===== config.mk =====
export PLATFORM = sky130hd
export DESIGN_NAME = reg_bank_8x16
export DESIGN_NICKNAME = d
export VERILOG_FILES = /design/src/rtl/reg_bank_8x16_pkg.sv /design/src/rtl/reg_bank_8x16_reg_cell.sv /design/src/rtl/reg_bank_8x16.sv
export SDC_FILE = /design/constraint.sdc
export NUM_CORES = 1
export LEC_CHECK = 0
export BUFFER_PORTS_ARGS = -buffer_cell sky130_fd_sc_hd__buf_2
export CAP_MARGIN = 20
export CELL_PAD_IN_SITES_DETAIL_PLACEMENT = 0
export CELL_PAD_IN_SITES_GLOBAL_PLACEMENT = 1
export CORE_UTILIZATION = 36
export CTS_CLUSTER_DIAMETER = 30
export CTS_CLUSTER_SIZE = 20
export DETAILED_ROUTE_END_ITERATION = 8
export HOLD_SLACK_MARGIN = 0.02
export PLACE_DENSITY = 0.75
export SLEW_MARGIN = 20
export SYNTH_ARGS = -nofsm -noshare
export SYNTH_HDL_FRONTEND = slang
export SYNTH_SLANG_ARGS = --single-unit

===== constraint.sdc =====
create_clock -name clk -period 4.5 [get_ports clk]
set_clock_uncertainty 0.05 [all_clocks]
set_input_delay 0.45 -clock clk [delete_from_list [all_inputs] [get_ports clk]]
set_output_delay 0.45 -clock clk [all_outputs]
set_load 0.05 [all_outputs]

===== src/rtl/reg_bank_8x16_pkg.sv =====
// ---------------------------------------------------------------------------
// reg_bank_8x16_pkg
// Shared CPU constants and types for the general-purpose register bank and
// the operand multiplexers that consume it.
//   REG_COUNT  : number of architectural registers (R0..R7)
//   REG_ADDR_W : width of a register address / operand-mux select
//   DATA_W     : data path width, default WIDTH of the bank and the muxes
//   state_t    : clear-sequencer state (IDLE, CLEARING)
//   reg_onehot : decodes a register address into a one-hot enable vector
// ---------------------------------------------------------------------------
package reg_bank_8x16_pkg;

    localparam int REG_COUNT  = 8;
    localparam int REG_ADDR_W = 3;
    localparam int DATA_W     = 16;

    typedef enum logic [0:0] {
        IDLE     = 1'b0,
        CLEARING = 1'b1
    } state_t;

    function automatic logic [REG_COUNT-1:0] reg_onehot(input logic [REG_ADDR_W-1:0] addr);
        logic [REG_COUNT-1:0] vec;
        vec       = '0;
        vec[addr] = 1'b1;
        return vec;
    endfunction

endpackage


===== src/rtl/reg_bank_8x16_reg_cell.sv =====
// ---------------------------------------------------------------------------
// reg_cell
// One WIDTH-bit architectural register with its dirty flag.
//   clk   in  system clock
//   rst   in  synchronous active-high reset, clears value and dirty flag
//   clear in  synchronous clear from the bank's clear sequencer
//   load  in  accepted write for this register; sets the dirty flag
//   d     in  write data
//   q     out current register value
//   dirty out set when written since the last clear or reset
// Clear wins over load; the bank never asserts both in one cycle, but the
// ordering keeps the cell safe if it ever did.
// ---------------------------------------------------------------------------
module reg_cell #(
    parameter int WIDTH = reg_bank_8x16_pkg::DATA_W
) (
    input  logic             clk,
    input  logic             rst,
    input  logic             clear,
    input  logic             load,
    input  logic [WIDTH-1:0] d,
    output logic [WIDTH-1:0] q,
    output logic             dirty
);

    always_ff @(posedge clk) begin
        if (rst || clear) begin
            q     <= '0;
            dirty <= 1'b0;
        end else if (load) begin
            q     <= d;
            dirty <= 1'b1;
        end
    end

endmodule


===== src/rtl/reg_bank_8x16.sv =====
// ---------------------------------------------------------------------------
// reg_bank_8x16
// Eight-entry general-purpose register bank feeding the CPU operand muxes.
//   clk       in  system clock
//   rst       in  synchronous active-high reset (highest priority)
//   WE/WA/WD  in  write-back request: valid, address, data
//   WR_RDY    out bank can accept a write this cycle
//   CLR       in  start a sequenced clear of R0..R7 (pulse or level)
//   BUSY      out clear sequence in progress
//   DIRTY     out per-register written-since-clear mask
//   R0..R7    out register contents, all presented in parallel
//   fsm_state out clear-sequencer state, for observation only
//
// Handshake: a write transfers on a rising edge where WE && WR_RDY. WR_RDY
// depends only on registered state, never on WE, so the source must hold
// WE/WA/WD stable until it sees the transfer; refused writes are dropped,
// not queued.
//
// Clear: CLR in IDLE enters CLEARING with the counter at 0; each CLEARING
// edge zeroes R[cnt] and advances cnt, and the edge that zeroes R7 returns
// to IDLE. A write accepted on the same edge as CLR lands first and is then
// wiped by the sequence. CLR during CLEARING is ignored.
// ---------------------------------------------------------------------------
module reg_bank_8x16
    import reg_bank_8x16_pkg::*;
#(
    parameter int WIDTH = DATA_W
) (
    input  logic                  clk,
    input  logic                  rst,
    input  logic                  WE,
    input  logic [REG_ADDR_W-1:0] WA,
    input  logic [WIDTH-1:0]      WD,
    output logic                  WR_RDY,
    input  logic                  CLR,
    output logic                  BUSY,
    output logic [REG_COUNT-1:0]  DIRTY,
    output logic [WIDTH-1:0]      R0,
    output logic [WIDTH-1:0]      R1,
    output logic [WIDTH-1:0]      R2,
    output logic [WIDTH-1:0]      R3,
    output logic [WIDTH-1:0]      R4,
    output logic [WIDTH-1:0]      R5,
    output logic [WIDTH-1:0]      R6,
    output logic [WIDTH-1:0]      R7,
    output state_t                fsm_state
);

    state_t                state;
    state_t                state_next;
    logic [REG_ADDR_W-1:0] cnt;
    logic                  wr_fire;
    logic                  last_clear;
    logic [REG_COUNT-1:0]  load_vec;
    logic [REG_COUNT-1:0]  clear_vec;
    logic [WIDTH-1:0]      q [REG_COUNT];

    // ---------------- state register ----------------
    always_ff @(posedge clk) begin
        if (rst) begin
            state <= IDLE;
        end else begin
            state <= state_next;
        end
    end

    // ---------------- next-state logic ----------------
    assign last_clear = (cnt == REG_ADDR_W'(REG_COUNT - 1));

    always_comb begin
        state_next = state;
        case (state)
            IDLE:     if (CLR) state_next = CLEARING;
            CLEARING: if (last_clear) state_next = IDLE;
            default:  state_next = IDLE;
        endcase
    end

    // ---------------- output logic ----------------
    always_comb begin
        WR_RDY = 1'b0;
        BUSY   = 1'b0;
        case (state)
            IDLE:     WR_RDY = 1'b1;
            CLEARING: BUSY   = 1'b1;
            default:  WR_RDY = 1'b0;
        endcase
    end

    assign fsm_state = state;

    // Clear counter: held at 0 in IDLE so it starts from R0 on entry, and
    // wraps naturally from 7 back to 0 on the final clearing edge.
    always_ff @(posedge clk) begin
        if (rst || state == IDLE) begin
            cnt <= '0;
        end else begin
            cnt <= cnt + 1'b1;
        end
    end

    // ---------------- register cells ----------------
    assign wr_fire   = WE && WR_RDY;
    assign load_vec  = wr_fire ? reg_onehot(WA) : '0;
    assign clear_vec = (state == CLEARING) ? reg_onehot(cnt) : '0;

    for (genvar n = 0; n < REG_COUNT; n++) begin : g_cell
        reg_cell #(
            .WIDTH (WIDTH)
        ) u_cell (
            .clk   (clk),
            .rst   (rst),
            .clear (clear_vec[n]),
            .load  (load_vec[n]),
            .d     (WD),
            .q     (q[n]),
            .dirty (DIRTY[n])
        );
    end

    assign R0 = q[0];
    assign R1 = q[1];
    assign R2 = q[2];
    assign R3 = q[3];
    assign R4 = q[4];
    assign R5 = q[5];
    assign R6 = q[6];
    assign R7 = q[7];

endmodule


### Word-level counts from Yosys, hierarchy flattened

Cells that the tools add are included.

| word-level totals | value |
|---|---|
| register bits | 140 |
| bits in latches | 0 |
| memory bits (writable) | 0 |
| ROM bits | 0 |
| memories kept | 0 |

| operators by class | value |
|---|---|
| add/sub/neg operators | 1 |
| multipliers | 0 |
| divide/modulo/power cells | 0 |
| order comparisons | 4 |
| equal/unequal tests | 1 |
| shifts and indexed selects | 0 |
| multiplexer cells | 11 |
| bitwise logic cells | 1 |
| reductions and logical operators | 12 |

Operator list:

| operator | count |
|---|---|
| $mux 8 | 2 |
| $logic_or 1x1->1 | 9 |
| $lt 3x4->1 const B | 2 |
| $demux 1 s3 | 2 |
| $ge 3x1->1 const B | 2 |
| $mux 1 | 6 |
| $add 3x1->3 const B | 1 |
| $eq 3x3->1 const B | 1 |
| $logic_and 1x1->1 | 3 |
| $pmux 1 s2 | 1 |
| $not 1->1 | 1 |

### Logic depth before layout (Yosys ltp)

Gate-level depths: netlist of run 1.

| depth | value |
|---|---|
| word-level depth | 6 |
| gate-level depth with buffers | 6 |

### Cells and area by module

A second synthesis of run 1 with hierarchy kept.

| unflattened totals | value |
|---|---|
| cells, all modules | 489 |
| area total of the unflattened synthesis | 5,282.6 µm² |

Modules (own cells, without submodules):

| module | times used | cells each | area an instance (µm²) | seq. area each (µm²) |
|---|---|---|---|---|
| reg_cell | 8 | 56 | 623.1 | 340.3 |
| reg_bank_8x16 | 1 | 41 | 297.8 | 80.1 |

### Worst setup path before layout of run 1

No wires, ideal clock.

| timing path | value |
|---|---|
| path type | reg-to-reg |
| from | register state (netlist: fsm_state) |
| to | register g_cell[6].u_cell.q[10] |
| library setup time | 0.119 ns |
| arrival | 1.818 ns |
| required time | 4.331 ns |
| path slack | 2.513 ns |
| cell stages (with the launch flop) | 5 |
| buffers on the path | 1 |
| period minus slack after synthesis | 1.987 ns |
| cell sequence | dfxtp_1 -> inv_2 -> o41ai_4 -> buf_6 -> a21oi_1 |

| between the ends | value |
|---|---|
| longest elaborated chain between the ends | 3 |
| elaborated cells between the ends (all ways) | 5 |

Ends and longest elaborated chain:

| what | RTL line | text |
|---|---|---|
| start, declared | reg_bank_8x16.sv:49 | `state_t state;` |
| start signal, assigned | reg_bank_8x16.sv:63 | `state <= state_next;` |
| $mux 1 | reg_bank_8x16.sv:83 | `case (state)` |
| via WR_RDY | reg_bank_8x16.sv:34 | `output logic WR_RDY,` |
| $logic_and 1x1->1 | reg_bank_8x16.sv:103 | `assign wr_fire = WE && WR_RDY;` |
| $mux 8 | reg_bank_8x16.sv:104 | `assign load_vec = wr_fire ? reg_onehot(WA) : '0;` |
| end signal, assigned | reg_bank_8x16_reg_cell.sv:28 | `q <= '0;` |
| end signal, assigned | reg_bank_8x16_reg_cell.sv:31 | `q <= d;` |
| end, declared | reg_bank_8x16_reg_cell.sv:22 | `output logic [WIDTH-1:0] q,` |

The timed path passes the listed nets, and every way through them passes these cells.
A chain may end at the register's enable or synchronous reset.

### Worst setup path after layout of run 1

| timing path | value |
|---|---|
| from | register state (netlist: fsm_state) |
| to | register g_cell[7].u_cell.q[3] |

| between the ends | value |
|---|---|
| longest elaborated chain between the ends | 3 |
| elaborated cells between the ends (all ways) | 5 |

Ends and longest elaborated chain:

| what | RTL line |
|---|---|
| $mux 1 | reg_bank_8x16.sv:83 |
| $logic_and 1x1->1 | reg_bank_8x16.sv:103 |
| $mux 8 | reg_bank_8x16.sv:104 |
| end signal, assigned | reg_bank_8x16_reg_cell.sv:28 |
| end signal, assigned | reg_bank_8x16_reg_cell.sv:31 |
| end, declared | reg_bank_8x16_reg_cell.sv:22 |

Several ways; a longest one is shown, not always the timed one.

==> metrics.md, run 1 <==
| Metric | Value |
|---|---|
| Crit path max fanout | 36 |
| Die area | 15800 sq um |
| WP data required | 4800 ps |
| GR Layer Usage met3 | roughly 6.6% |
| Worst max-slew margin expressed relative to the limit | 27.6% |
| Top-count cell post-synth | dfxtp_1 |
| Worst vdd rail ir drop | 0.268 mV |
| Status | finished, final reports clean |
| Quantity of hold-fixing buffers added after cts | 0 |
| Worst Setup Path Type | flop to flop |
| Maximum level of the CTS H-tree | 4 |
| Top cells by count, synth | dfxtp_1, a21oi_1, nand3_1, o21ai_0, clkbuf_1 |
| Met2 GRT Util | a little over a third |
| Synthesized cell area | 5520 sq um |
| Sinks on Clock Net | 140 |
| Post-CTS sizing | 0 |
| Routed WL per cell | 19.7 um |
| Cell types with the largest area share after synthesis | dfxtp_1, a21oi_1, nand3_1 |
| Busiest metal layer after global routing | met2 |
| Fillers | 1500 |
| Overflow left after global routing | 0 |
| Chip height | roughly 130 um |
| Number of enable-type register cells in the synthesized netlist | 0 |
| Overall routed net length | between 15000 and 20000 um |
| Total power divided by cell area | 440 nW/um^2 |
| HPWL after detailed placement | 11500 um |
| Critical Path Max Stage Delay | 780 ps |
| Worst-skew pair later-pin latency | between 400 and 500 ps |
| Final period util | 52.6% |
| Unrepaired setup endpoints after global routing | false |
| Final hold slack | ~280 ps |
| Master cell of the clock root buffer | clkbuf_16 |
| Routability congestion estimate from global placement | between 0.8 and 0.9 |
| Total inserted antenna cells | 0 |
| TritonCTS clock tree | done |
| Layout overhead on the synthesized area | 22.8% |
| First-pass GRT wire length | 28100 um |
| Fraction of layout cells with a size suffix above 1 | around 27% |
| Final Net Count | 783 |
| CP max stage cell | nand3b_1 |
| MaxCap Viol Count | 0 |
| Setup slack, reg-to-reg | 2130 ps |
| Clock slew at the register clock pins of the worst setup and hold paths | 60 ps |
| Initial standard-cell utilization of the core | 37.4% |
| Per-instance average area after synthesis | 8.25 sq um |
| Number of placement rows | 44 |
| Leak | 2.73 nW |
| I/O pin count | 162 |
| Path class of the lowest-slack min-delay path | input pin to flop |
| Storage cell area | roughly 2800 sq um |
| Area occupied by multi-input gates | 2280 sq um |
| Starting DRT DRC Count | 480 |
| Setup crit start kind | flop |
| 1st-pass router iterations | 5 |
| DRC errors left | 0 |
| Ratio of routed vias to standard cells | 5.67 |
| Post-synth top flop | dfxtp_1 |
| Antenna violations before repair | 0 |
| Number of nets still failing antenna checks after routing | 0 |
| Critical Path AT | 2670 ps |
| Count of vias placed by the detailed router | 5411 |
| Total routing usage reported by global routing | between 20% and 30% |
| Clock period minus worst slack | 2370 ps |
| Netlist cell types | 31 |
| Actual slew at the worst max-slew pin | 1090 ps |
| Capturing element type of the critical path | flop |
| Final Max Tran Viols | 0 |
| Sequential area share after synthesis | 50.8% |
| Async set or reset register ratio after synthesis | 0% |
| Post-synth top area cell | dfxtp_1 |
| Clock buffers created by TritonCTS | 17 |
| Number of buffers on the longest clock path | 2 |
| Number of global-route vias before repair | 4828 |
| Count of endpoints failing setup in the final report | 0 |
| Area of the core | 14800 sq um |
| Port Buffers | roughly 160 |
| Maximum number of pins on one net before global-route repair | approximately 70 |
| Share of the synthesized area in the top cell type | 50.8% |
| Post-Route Setup TNS | 0 ps |
| Horizontal die dimension | about 130 um |
| Synth warnings | 0 |
| Post-Synthesis Cells | 669 |
| Critical-path cell list | nand3b_1 -> buf_4 -> o21ai_0 -> a21oi_1 |
| Hold violation total from the final report | 0 |
| Net count after synthesis | 694 |
| Peak Freq | 0.423 GHz |
| Setup repair bufs after CTS | 0 |
| Met1 demand-to-capacity share in global routing | 31.5% |
| Flop and latch count out of synthesis | 140 |
cells in the final DEF (no fill, tap or decap), types with 2 or more instances in the layout:
| master | n |
|---|---|
| o21ai_0 | 127 |
| a31o_2 | 2 |
| clkbuf_16 | 17 |
| o41ai_4 | 2 |
| nand3_1 | 128 |
| bufinv_16 | 3 |
| ha_1 | 2 |
| nor2b_2 | 2 |
| clkinv_2 | 3 |
| inv_1 | 3 |
| clkbuf_1 | 4 |
| nor2_1 | 9 |
| clkbuf_8 | 3 |
| dfxtp_1 | 140 |
| and3_1 | 2 |
| a21oi_1 | 136 |
| a41o_2 | 4 |
| buf_2 | 161 |
| buf_4 | 5 |
power breakdown:
group | total, mW | switching [mW] | leakage [nW] | internal [mW]
Combinational | 0.286 | 0.234 | 1.31 | 0.0524
Clock | 1.42 | 0.512 | 0.290 | 0.910
Sequential | 1.28 | 0.0156 | 1.13 | 1.26
Total | 2.98 | 0.761 | 2.73 | 2.22
worst paths after layout:
kind                                        startpoint                     end  cells past startpoint
worst max-delay path                         fsm_state   g_cell[7].u_cell.q[3]                      4
worst min-delay path                               rst               fsm_state                      2
worst max register to register               fsm_state   g_cell[7].u_cell.q[3]                      4
worst min register to register  g_cell[3].u_cell.dirty  g_cell[3].u_cell.dirty                      2
cell families after synthesis:
logic type	count (synthesis)	share of synthesized area, %
AO/OA/AOI/OAI	273	26.2
AND/OR/NAND/NOR	153	14.1
flip-flops	140	50.8
buffers and inverters	101	8.45
adder cells (fa/ha/maj)	2	0.453
layout make-up:
| type | instances | share of cell area, % |
|---|---|---|
| Sequential cell | 140 | 41.4 |
| Multi-Input combinational cell | 428 | 33.6 |
| Timing Repair Buffer | 167 | 12.7 |
| Clock buffer | 24 | 7.11 |
| Tap cell | 184 | 3.40 |
| Clock inverter | 7 | 1.66 |
| Inverter | 4 | 0.222 |
stage by stage:
stage / instances / power, mW / setup slack, ps / area, sq um / utilization, %
2_1_floorplan: 669 / 1.51 / 2510 / 5520 / -
3_3_place_gp: 922 / 1.58 / 2260 / 6160 / 41.7
3_5_place_dp: 923 / 1.59 / 2180 / 6180 / 41.9
4_1_cts: 954 / 3.01 / 2160 / 6780 / 45.9
5_1_grt: 954 / 3.08 / 1840 / 6780 / 45.9
6_report: 954 / 2.98 / 2130 / 6780 / 45.9
sequential cells by signal, summed over array words and instances (netlist names):
| register | flops |
|---|---|
| cnt | 3 |
| g_cell.u_cell.q | 128 |
| fsm_state | 1 |
| g_cell.u_cell.dirty | 8 |
worst max-delay path: cells and delay by family (launching register included):
kind	cells	cell delay, ps
AND/OR/NAND/NOR	1	780
flip-flops	1	660
buffers and inverters	1	450
AO/OA/AOI/OAI	2	360
routing by layer:
| metal | wire, um | part of all wire (%) |
|---|---|---|
| met2 | 8690 | 46 |
| met3 | 1390 | 7.4 |
| met5 | 0 | 0 |
| met4 | 373 | 2.0 |
| met1 | 8380 | 44 |
No activity file was read; power rests on OpenSTA's default activity.
==> inputs of run 2 (changes only) <==
--- a/config.mk
+++ b/config.mk
@@ -9,12 +9,12 @@
 export CAP_MARGIN = 20
 export CELL_PAD_IN_SITES_DETAIL_PLACEMENT = 0
 export CELL_PAD_IN_SITES_GLOBAL_PLACEMENT = 1
-export CORE_UTILIZATION = 36
+export CORE_UTILIZATION = 34
 export CTS_CLUSTER_DIAMETER = 30
 export CTS_CLUSTER_SIZE = 20
 export DETAILED_ROUTE_END_ITERATION = 8
 export HOLD_SLACK_MARGIN = 0.02
-export PLACE_DENSITY = 0.75
+export PLACE_DENSITY = 0.74
 export SLEW_MARGIN = 20
 export SYNTH_ARGS = -nofsm -noshare
 export SYNTH_HDL_FRONTEND = slang
==> constraint.sdc (replaced) <==
create_clock -name clk -period 1.9 [get_ports clk]
set_clock_uncertainty 0.05 [all_clocks]
set_input_delay 0.19 -clock clk [delete_from_list [all_inputs] [get_ports clk]]
set_output_delay 0.19 -clock clk [all_outputs]
set_load 0.05 [all_outputs]
==> run 2 against run 1 <==
Compared with the run above:
- clock power grew 120%
- non-clock buffer count grew 12
- combinational power grew 140%
- flip-flop and latch count is the same
- setup slack lost 2000 ps
- final cell count grew 4.7%
- wire length grew 0.55%
- die area grew 5.8%
- total power grew 130%
- global-route usage shrank 0.55 points
- count of clock-buffer cells in the layout grew 1
- critical endpoint is now fsm_state
- largest power group unchanged
==> metrics.md, run 2 (same netlist as run 1, synthesis figures left out) <==
| Metric | Value |
|---|---|
| Status | finished, final reports clean |
| Hold violation total from the final report | 0 (unchanged) |
| Port Buffers | 161 (unchanged) |
| Setup crit start kind | flop |
| Final period util | 91.4% (+39 points) |
| Total cell area at the placement stage | 6310 sq um (+2.0%) |
| Die area | 16800 sq um (+5.8%) |
| Layout overhead on the synthesized area | 24.7% |
| Most common library cell in the layout ignoring fill and taps | buf_2 |
| Crit path max fanout | 9 (-75%) |
| Count of vias placed by the detailed router | 5490 (+1.5%) |
| Chip height | 129 um (+2.9%) |
| Ratio of routed vias to standard cells | 5.50 (-3.1%) |
| First-pass GRT wire length | 28500 um (+1.7%) |
| Number of global-route vias before repair | 4974 (+3.0%) |
| Number of flip-flops under the largest register name | 128 (unchanged) |
| HPWL after detailed placement | 11900 um (+3.4%) |
| 1st-pass router iterations | 5 (unchanged) |
| WP data required | 2210 ps (-2590 ps) |
| TritonCTS clock tree | done |
| Number of placement rows | 46 (+4.5%) |
| Area of the core | 15900 sq um (+7.7%) |
| Actual slew at the worst max-slew pin | 557 ps (-529 ps) |
| Overall routed net length | 18900 um (+0.55%) |
| Switching Fraction | 26.6% (+1.1 points) |
| Maximum level of the CTS H-tree | 4 (unchanged) |
| Part of the power in combinational logic | 10.1% (+0.5 points) |
| Clock slew at the register clock pins of the worst setup and hold paths | 60 ps (about the same) |
| Clock period minus worst slack | 1740 ps (-629 ps) |
| Worst vdd rail ir drop | 0.670 mV (+150%) |
| Post-route standard cell area excluding fillers | 6890 sq um (+1.6%) |
| Antenna violations before repair | 0 (unchanged) |
| Total power divided by cell area | 1000 nW/um^2 (+130%) |
| DRC errors left | 0 (unchanged) |
| Sinks on Clock Net | 140 (unchanged) |
| Overflow left after global routing | 0 (unchanged) |
| Worst Setup Path Type | flop to flop |
| Final Net Count | 795 (+1.5%) |
| Starting DRT DRC Count | 549 (+14%) |
| Worst max-slew margin expressed relative to the limit | 62.8% (+35 points) |
| Worst-skew pair later-pin latency | 420 ps (about the same) |
| Seq pwr share | 43.9% (+1.1 points) |
| Design internal power | 5.06 mW (+130%) |
| Number of buffers on the longest clock path | 2 (unchanged) |
| Commonest cells after routing, fill and taps aside | buf_2, dfxtp_1, a21oi_1 |
| Leak | 2.78 nW (+1.8%) |
| Capturing element type of the critical path | flop |
| Initial standard-cell utilization of the core | 34.8% (-2.7 points) |
| Number of nets still failing antenna checks after routing | 0 (unchanged) |
| Final hold slack | 85.7 ps (-190 ps) |
| Path class of the lowest-slack min-delay path | input pin to flop |
| Routability congestion estimate from global placement | 0.767 (-5.8%) |
| Count of endpoints failing setup in the final report | 0 (unchanged) |
| Total routing usage reported by global routing | 22.9% (-0.55 points) |
| Clk network pwr share | 46.0% (-1.6 points) |
| Routed WL per cell | 19.0 um (-4.0%) |
| Horizontal die dimension | 129 um (+2.9%) |
| Register with the highest flop count | g_cell.u_cell.q |
| Fraction of layout cells with a size suffix above 1 | 28.5% (+1.1 points) |
| Post-Route Setup TNS | 0 ps (unchanged) |
| Switching power summed over all nets | 1.83 mW (+140%) |
| Peak Freq | 0.576 GHz (+36%) |
| I/O pin count | 162 (unchanged) |
| Registers with the highest flip-flop counts | g_cell.u_cell.q (128), g_cell.u_cell.dirty (8), cnt (3) |
| Clock buffers created by TritonCTS | 17 (unchanged) |
| Maximum number of pins on one net before global-route repair | 69 (unchanged) |
| Tot Pwr | 6.89 mW (+130%) |
| Final Max Tran Viols | 0 (unchanged) |
| Critical Path AT | 2050 ps (-620 ps) |
| Unrepaired setup endpoints after global routing | false |
| Total inserted antenna cells | 0 (unchanged) |
| MaxCap Viol Count | 0 (unchanged) |
| Master cell of the clock root buffer | clkbuf_16 |
[run 2: final cells by class]
| cell class | count | area [sq um] |
|---|---|---|
| Fill cell | 1603 | 9000 |
| Sequential cell | 140 | 2810 |
| Multi-Input combinational cell | 428 | 2270 |
| Timing Repair Buffer | 179 | 971 |
| Clock buffer | 25 | 495 |
| Tap cell | 216 | 270 |
| Clock inverter | 7 | 62.6 |
| Inverter | 4 | 15.0 |
[run 2: per-layer routing]
| layer | share of wire, % | wire length (um) | global-route usage, % | up-vias |
|---|---|---|---|---|
| li1 | - | - | - | 2556 |
| met1 | 45 | 8550 | 31.6 | 2650 |
| met2 | 46 | 8640 | 35.5 | 255 |
| met3 | 7.4 | 1410 | 4.83 | 29 |
| met4 | 1.8 | 350 | 7.93 | 0 |
| met5 | 0 | 0 | 0 | - |
[run 2: metrics by stage]
step | cells | util [%] | setup slack, ps
floorplan | 669 | - | 196
global placement | 965 | 39.7 | 315
detailed placement | 965 | 39.7 | 282
CTS | 999 | 43.3 | 146
global route | 999 | 43.4 | 61.1
finish | 999 | 43.4 | 163
[run 2: power groups by stage]
stage | Sequential (mW) | Combinational [mW] | Clock (mW)
after CTS | 3.02 | 0.694 | 3.19
after global routing | 3.03 | 0.739 | 3.33
after detailed placement | 3.09 | 0.689 | 0
final | 3.03 | 0.697 | 3.17
after global placement | 3.09 | 0.678 | 0
after floorplan | 3.23 | 0.350 | 0
[run 2: final timing paths]
path	start	endpoint	slack [ps]	depth (start not counted)
worst max register to register	cnt[0]	fsm_state	160	4
worst min-delay path	WD[15]	g_cell[6].u_cell.q[15]	90	3
worst max-delay path	cnt[0]	fsm_state	160	4
worst min register to register	g_cell[3].u_cell.dirty	g_cell[3].u_cell.dirty	420	2
[run 2: repair_timing]
item / CTS / global route
setup buffers: 0 / 0
hold endpoints to repair: 2 / 0
setup endpoints to repair: 0 / 1
hold buffers: 2 / 0
gates resized for setup: 0 / 1
[run 2: worst max-delay path, stage by stage (launching register included)]
cell,delay (ps)
dfxtp_2,380
ha_1,220
ha_1,190
a211oi_1,250
dlygate4sd3_1,590
